[src/rtl/execute_port2_wb_queue.sv]
// Write-back queue between the ALU2 execute port and scheduler2: registered FIFO
// with occupancy-based issue lock, one-cycle commit notification and sticky overflow flag.
module execute_port2_wb_queue #(
    parameter int DEPTH       = 4,
    parameter int LOCK_MARGIN = 2
) (
    input  logic                      iCLOCK,
    input  logic                      iRESET,
    input  logic                      iFREE_EX,
    input  logic                      iEX_ALU2_VALID,
    input  logic [60:0]               iEX_ALU2_PAYLOAD,
    input  logic                      iSCHE2_READY,
    output logic                      oEX_ALU2_LOCK,
    output logic                      oSCHE2_VALID,
    output logic [60:0]               oSCHE2_PAYLOAD,
    output logic                      oSCHE1_VALID,
    output logic [5:0]                oSCHE1_COMMIT_TAG,
    output logic [$clog2(DEPTH):0]    oCOUNT,
    output logic                      oOVERFLOW
);

    localparam int AW = $clog2(DEPTH);
    localparam int PW = AW + 1;

    logic [60:0]    mem [DEPTH];

    logic [PW-1:0]  wr_ptr_q, wr_ptr_d;
    logic [PW-1:0]  rd_ptr_q, rd_ptr_d;
    logic           sche1_valid_q, sche1_valid_d;
    logic [5:0]     sche1_tag_q, sche1_tag_d;
    logic           lock_q, lock_d;
    logic           overflow_q, overflow_d;

    logic [AW-1:0]  rd_idx;
    logic [AW-1:0]  wr_idx;
    logic [60:0]    head;
    logic           empty;
    logic           full;
    logic           pop;
    logic           push_accept;
    logic [PW-1:0]  count_next;
    logic [31:0]    free_next;

    assign rd_idx = rd_ptr_q[AW-1:0];
    assign wr_idx = wr_ptr_q[AW-1:0];
    assign head   = mem[rd_idx];
    assign empty  = (wr_ptr_q == rd_ptr_q);
    assign full   = (wr_ptr_q[AW] != rd_ptr_q[AW]) &&
                    (wr_ptr_q[AW-1:0] == rd_ptr_q[AW-1:0]);

    // A flush suppresses both sides so neither a pop pulse nor an overflow can leak out.
    assign pop         = !empty && iSCHE2_READY && !iFREE_EX;
    assign push_accept = iEX_ALU2_VALID && (!full || pop) && !iFREE_EX;

    always_comb begin
        wr_ptr_d      = wr_ptr_q;
        rd_ptr_d      = rd_ptr_q;
        sche1_valid_d = 1'b0;
        sche1_tag_d   = sche1_tag_q;
        overflow_d    = overflow_q;
        count_next    = '0;
        free_next     = '0;
        lock_d        = 1'b0;

        if (iFREE_EX) begin
            wr_ptr_d = '0;
            rd_ptr_d = '0;
        end else begin
            if (push_accept) begin
                wr_ptr_d = wr_ptr_q + 1'b1;
            end
            if (pop) begin
                rd_ptr_d      = rd_ptr_q + 1'b1;
                sche1_valid_d = 1'b1;
                sche1_tag_d   = head[60:55];
            end
            if (iEX_ALU2_VALID && full && !pop) begin
                overflow_d = 1'b1;
            end
            count_next = wr_ptr_d - rd_ptr_d;
            free_next  = 32'(DEPTH) - 32'(count_next);
            lock_d     = (free_next <= 32'(LOCK_MARGIN));
        end
    end

    always_ff @(posedge iCLOCK or posedge iRESET) begin
        if (iRESET) begin
            wr_ptr_q      <= '0;
            rd_ptr_q      <= '0;
            sche1_valid_q <= 1'b0;
            sche1_tag_q   <= '0;
            lock_q        <= 1'b0;
            overflow_q    <= 1'b0;
        end else begin
            wr_ptr_q      <= wr_ptr_d;
            rd_ptr_q      <= rd_ptr_d;
            sche1_valid_q <= sche1_valid_d;
            sche1_tag_q   <= sche1_tag_d;
            lock_q        <= lock_d;
            overflow_q    <= overflow_d;
        end
    end

    // Storage needs no reset: pointers alone decide which entries are live.
    always_ff @(posedge iCLOCK) begin
        if (push_accept) begin
            mem[wr_idx] <= iEX_ALU2_PAYLOAD;
        end
    end

    assign oSCHE2_VALID      = !empty;
    assign oSCHE2_PAYLOAD    = empty ? '0 : head;
    assign oSCHE1_VALID      = sche1_valid_q;
    assign oSCHE1_COMMIT_TAG = sche1_tag_q;
    assign oEX_ALU2_LOCK     = lock_q;
    assign oCOUNT            = wr_ptr_q - rd_ptr_q;
    assign oOVERFLOW         = overflow_q;

endmodule

[config.mk]
export PLATFORM = sky130hd
export DESIGN_NAME = execute_port2_wb_queue
export DESIGN_NICKNAME = d
export VERILOG_FILES = /design/src/rtl/execute_port2_wb_queue.sv
export SDC_FILE = /design/constraint.sdc
export NUM_CORES = 1
export LEC_CHECK = 0
export ABC_CLOCK_PERIOD_IN_PS = 4420
export CORE_MARGIN = 8
export CORE_UTILIZATION = 45
export DETAILED_ROUTE_END_ITERATION = 8
export HOLD_SLACK_MARGIN = 0.1
export PLACE_DENSITY = 0.68
export SYNTH_ARGS = -nofsm -noshare
export SYNTH_HDL_FRONTEND = slang
export SYNTH_SLANG_ARGS = --single-unit
[constraint.sdc]
create_clock -name iCLOCK -period 4.42 [get_ports iCLOCK]
set_clock_uncertainty 0.2 [all_clocks]
set_input_delay 0.884 -clock iCLOCK [delete_from_list [all_inputs] [get_ports iCLOCK]]
set_output_delay 0.884 -clock iCLOCK [all_outputs]
set_load 0.02 [all_outputs]
## Yosys cells after proc, flatten, opt, wreduce, memory -nomap -nowiden

Memory sizes are Yosys's and may differ from the RTL's.
Index checks and enable logic that the tools add are counted.

| storage, ports and cells | value |
|---|---|
| bits in writable memories | 244 |
| logic and storage cells | 43 |
| memories | 1 |
| output and inout port bits | 74 |
| flip-flop bits (word level) | 15 |

| operators by class | value |
|---|---|
| $add $sub $neg | 5 |
| reduce and logical (&&, ||, !) cells | 14 |
| eq/ne operators | 3 |
| order comparisons | 1 |
| muxes and demuxes | 12 |
| bitwise logic cells | 1 |

Memories:

| name | words | width | rd ports | clocked after memory_dff | write ports | line | source |
|---|---|---|---|---|---|---|---|
| mem | 4 | 61 | 1 | 0 | 1 | 25 | `logic [60:0] mem [DEPTH];` |

Operator list:

| operator | number |
|---|---|
| 61-bit two-way mux | 1 |
| 32-bit by 2-bit <= comparator with 1-bit output (second input constant) | 1 |
| 3-bit two-way mux | 6 |
| 1-bit logical AND | 7 |
| 3-bit by 1-bit adder with 3-bit output (second input constant) | 2 |
| 3-bit subtractor | 2 |
| 1-bit two-way mux | 5 |
| 1-bit logical NOT | 4 |
| 2-bit AND reduction | 2 |
| 3-bit by 3-bit subtractor with 4-bit output (first input constant) | 1 |
| 3-bit == test | 1 |
| 2-bit == test | 1 |
| 1-bit logical OR | 1 |
| 1-bit inequality test | 1 |
| 1-bit NOT | 1 |

## Longest topological paths before layout

| logic depth | value |
|---|---|
| depth in word-level cells | 13 |
| depth in mapped cells | 16 |
| mapped depth without buffers | 14 |

## Least setup slack after synthesis

Ideal clock, no wire load.

| timing path | value |
|---|---|
| path type | reg-to-reg |
| start point | register rd_ptr_q[1] |
| end point | register lock_q (netlist: oEX_ALU2_LOCK) |
| slack | 535 ps |
| path buffers | 2 |
| arrival | 3605 ps |
| data required time | 4140 ps |
| setup time | 80 ps |
| cell stages (with the launch flop) | 16 |
| clock period less this slack | 3885 ps |
| path through | dfrtp_1 > clkbuf_1 > clkbuf_1 > inv_1 > ha_1 > and2_1 > a21oi_2 > xor2_1 > ha_1 > inv_1 > fa_1 > xnor2_1 > xnor2_1 > xnor3_1 > mux2_4 > nor3_2 |

| on the way | value |
|---|---|
| cells in the longest elaborated chain, start to end | 13 |

Ends and longest elaborated chain:

| what | line | source |
|---|---|---|
| start: declaration | 28 | `logic [PW-1:0] rd_ptr_q, rd_ptr_d;` |
| start signal: assignment | 96 | `rd_ptr_q <= rd_ptr_d;` |
| 3-bit == test | 47 | `assign empty = (wr_ptr_q == rd_ptr_q);` |
| 1-bit logical NOT | 52 | `assign pop = !empty && iSCHE2_READY && !iFREE_EX;` |
| 1-bit logical AND (2 in a row) | 52 |  |
| 1-bit logical OR | 53 | `assign push_accept = iEX_ALU2_VALID && (!full \|\| pop) && !iFREE_EX;` |
| 1-bit logical AND (2 in a row) | 53 |  |
| 3-bit two-way mux | 69 | `if (push_accept) begin` |
| 3-bit two-way mux | 65 | `if (iFREE_EX) begin` |
| 3-bit subtractor * | 80 | `count_next = wr_ptr_d - rd_ptr_d;` |
| 3-bit by 3-bit subtractor with 4-bit output * | 81 | `free_next = 32'(DEPTH) - 32'(count_next);` |
| 32-bit by 2-bit <= comparator with 1-bit output * | 82 | `lock_d = (free_next <= 32'(LOCK_MARGIN));` |
| 1-bit two-way mux * | 65 |  |
| net lock_d | 31 | `logic lock_q, lock_d;` |
| end signal: assignment | 99 | `lock_q <= lock_d;` |
| end: declaration | 31 |  |

Mark *: on every way through the listed nets, which the timed path passes. The rest lies on a longest branch. The select of a mux whose other input is x is not followed.
A chain may end at the register's enable or synchronous reset.

## Worst setup path after layout

| timing path | value |
|---|---|
| start point | register wr_ptr_q[0] |
| end point | output port oSCHE2_PAYLOAD[18] |

| on the way | value |
|---|---|
| cells in the longest elaborated chain, start to end | 2 |

Ends and longest elaborated chain:

| what | line | source |
|---|---|---|
| start: declaration | 27 | `logic [PW-1:0] wr_ptr_q, wr_ptr_d;` |
| start signal: assignment | 95 | `wr_ptr_q <= wr_ptr_d;` |
| 3-bit == test | 47 |  |
| 61-bit two-way mux | 112 | `assign oSCHE2_PAYLOAD = empty ? '0 : head;` |
| end: declaration | 15 | `output logic [60:0] oSCHE2_PAYLOAD,` |

No other way between the ends.

==> run_results.csv <==
group,metric,value,unit
timing,setup_violations,0,
timing,rsz0062_at_grt,"no",
detailed_routing,wl_per_cell,21.5,µm
detailed_routing,drcViolationCount,0,
timing,drv_slew,0,
worst_setup_path,required,3.34,ns
floorplan,dieArea,0.0275,mm²
global_routing,grt_max_degree,64,
finish,syn2layout_area_growth,26.4,%
floorplan,rows,55,
logic_synthesis,syn_inst,467,
logic_synthesis,yosys_warnings,0,
detailed_routing,routed_via_density,5.26,
timing,fin_crit,4.03,ns
global_routing,grt_pass1_wl,31.7,mm
global_routing,antenna_found_initial,0,
logic_synthesis,synth_seq_area_share,76.2,%
finish,drive_gt1_share,19.7,%
logic_synthesis,syn_nets,545,
clock_tree,root_buffer,"clkbuf_16",
logic_synthesis,synth-seq-cells,259,
place,dpl_cell_area,0.0119,mm²
worst_setup_path,crit_family,"buffers and inverters",
detailed_routing,via_count,4894,
clock_tree,insertion_delay,0.52,ns
finish,nFillCells,1663,
clock_tree,clock_tree.htree_level_count,1,
min_path,hold_path.class,"reg -> reg",
place,gp_congestion,0.757,
worst_setup_path,path_buf_inv,3,
worst_setup_path,endpoint_kind,"output port",
logic_synthesis,syn_area,0.0101,mm²
clock_tree,clk_pin_slew,0.06,ns
power_and_ir_drop,peakVddDrop,0.000281,V
global_routing,grt-ovfl-total,0,
worst_setup_path,crit_path_frequent_cell,"and2_1",
clock_tree,cts_buffers,27,
power_and_ir_drop,powerDensity,449,mW/mm²
detailed_routing,drtAntennaViolNets,0,
power_and_ir_drop,p_leak,4.17,nW
logic_synthesis,synth_top_area_share,72.5,%
flow_run,max-cap-violations,0,
finish,stdcell_area,0.0128,mm²
timing,hold_slack,0.283,ns
clock_tree,cts_sinks,259,
detailed_routing,drt_iter0_drc,211,
timing,hold_viol,0,
clock_tree,hold_buffers,0,
logic_synthesis,synth.area.top_cells,"edfxtp_1 (72%), mux4_2 (14%), and2_1 (4.1%), dfrtp_1 (3.7%), ha_1 (1.2%)",
detailed_routing,dr.pass1.iters,4,
timing,tns,0,ns
detailed_routing,wl,20.0,mm
outcome,status,"completed",
place,io_buffers,139,
clock_tree,cts_buffer_depth,3,
floorplan,die_w,166,µm
logic_synthesis,ys_types,27,
floorplan,ioPinCount,140,
timing,worstMarginPinSlew,0.986,ns
worst_setup_path,cp_cell_sequence,"inv_1 -> ha_1 -> and2_1 -> nand2_2 -> buf_4 -> and2_1 -> clkdlybuf4s50_1",
floorplan,core_area,0.0224,mm²
worst_setup_path,slowest_delay,0.63,ns
timing,setup_slack,0.392,ns
clock_tree,cts_tree,"done",
worst_setup_path,crit_path_max_fanout,39,
worst_setup_path,critPathSlowestCell,"clkdlybuf4s50_1",
global_routing,track_usage,14.7,%
global_routing,grt_pass1_vias,5494,
clock_tree,post_cts_buffers,0,
timing,relSlewSlack,34.2,%
timing,clock.fmax,248,MHz
place,dp.final_hpwl,11.8,mm
clock_tree,cts_resized,0,
finish,final_nets,704,
logic_synthesis,yosys.area.top_type,"edfxtp_1",
floorplan,die_h,166,µm
logic_synthesis,avgSynthCellArea,21.6,µm²
worst_setup_path,crit_arrival,2.94,ns
timing,timing.final.crit_share,91.1,%
floorplan,initial_core_util,45.2,%
worst_setup_path,start_kind,"flop",
place,preCtsSetupSlack,0.382,ns
worst_setup_path,path_class,"reg -> out",
[placed cells by master (no fill, tap or decap), types with 2 or more instances in the layout]
master	n
and2_1	64
and2_4	3
buf_12	4
buf_4	8
bufinv_16	3
clkbuf_1	6
clkbuf_16	27
clkdlybuf4s50_1	139
clkinv_1	6
clkinv_2	4
dfrtp_1	13
dfrtp_4	2
edfxtp_1	244
fa_1	2
ha_1	10
inv_1	10
mux2_2	7
mux4_2	61
nor2_1	5
nor2b_1	4
xnor2_1	6
[cells by family after synthesis]
| logic type | synth area share (%) |
|---|---|
| XOR/XNOR | 0.990 |
| adder cells (fa/ha/maj) | 1.63 |
| AND/OR/NAND/NOR | 4.91 |
| flip-flops | 76.2 |
| multiplexers | 14.5 |
| AO/OA/AOI/OAI | 0.520 |
| buffers and inverters | 1.23 |
[synthesized netlist by cell type]
cell type and number:
nor3_1 1, a21o_1 1, xnor3_1 1, edfxtp_1 244
buf_2 6, mux2_4 1, nand2b_1 1, mux4_2 61
mux2_2 7, xnor2_2 1, clkbuf_1 15, nor2_1 5
nand2_1 2, and2_1 67, nor2b_1 4, nand3_1 1
inv_1 10, xor2_1 1, a211oi_4 1, o311a_2 1
fa_1 2, a21oi_2 1, ha_1 10, xnor2_1 6
nor3_2 1, a21oi_1 1, dfrtp_1 15
[report_power, final]
group	switching, mW	leakage (nW)	internal [mW]
sequential	0.0359	2.41	2.77
combinational	0.390	1.35	0.393
clock	0.861	0.412	1.29
[worst reg2reg max path, cell delays in order, from the launching register on]
cell	delay, ns
dfrtp_1	0.44
xnor2_2	0.48
nor3_1	0.15
nor2b_1	0.26
mux2_2	0.40
fa_1	0.45
xnor2_1	0.17
xnor2_1	0.14
xnor3_1	0.25
mux2_4	0.31
nor3_2	0.09
[worst paths after layout]
| check | from | to | slack (ns) | cells after the start |
|---|---|---|---|---|
| setup / recovery | wr_ptr_q[0]$_DFF_PP0_ | oSCHE2_PAYLOAD[18] | 0.39 | 7 |
| hold / removal | oOVERFLOW$_DFFE_PP0P_ | oOVERFLOW$_DFFE_PP0P_ | 0.28 | 1 |
| setup reg to reg | wr_ptr_q[2]$_DFF_PP0_ | oEX_ALU2_LOCK$_DFF_PP0_ | 0.98 | 10 |
| hold reg to reg | oOVERFLOW$_DFFE_PP0P_ | oOVERFLOW$_DFFE_PP0P_ | 0.28 | 1 |
| max in group asynchronous | iRESET | rd_ptr_q[0]$_DFF_PP0_ | 3.05 | 2 |
| min in group asynchronous | iRESET | rd_ptr_q[2]$_DFF_PP0_ | 0.53 | 2 |
[stage by stage]
stage / total power [mW] / cells / util, %
floorplan: 3.25 / 467 / -
global placement: 3.64 / 882 / 53.4
detailed placement: 3.66 / 882 / 53.4
CTS: 5.81 / 929 / 57.1
global route: 5.95 / 929 / 57.1
finish: 5.74 / 930 / 57.1
[metal layers]
metal  wire length, µm  up-vias  global-route usage [%]
li1                  -     2188                       -
met1              8140     2559                    17.7
met2             10400      121                    26.3
met3              1090       26                    3.23
met4               391        0                    4.19
met5                 0        -                       0
[registers in the layout, summed over array words and instances (netlist names)]
signal and count:
mem 244, oEX_ALU2_LOCK 1, oOVERFLOW 1, oSCHE1_COMMIT_TAG 6
oSCHE1_VALID 1, rd_ptr_q 3, wr_ptr_q 3
[area by class of cell]
type / instances / area (µm²) / area share (%)
Clock inverter: 14 / 141 / 1.11
Tap cell: 285 / 357 / 2.79
Multi-Input combinational cell: 177 / 2300 / 18.0
Sequential cell: 259 / 7710 / 60.3
Clock buffer: 33 / 698 / 5.46
Antenna cell: 1 / 2.50 / 0.0196
Timing Repair Buffer: 151 / 1530 / 12.0
Inverter: 10 / 37.5 / 0.294
No activity file was read; power rests on OpenSTA's default activity.
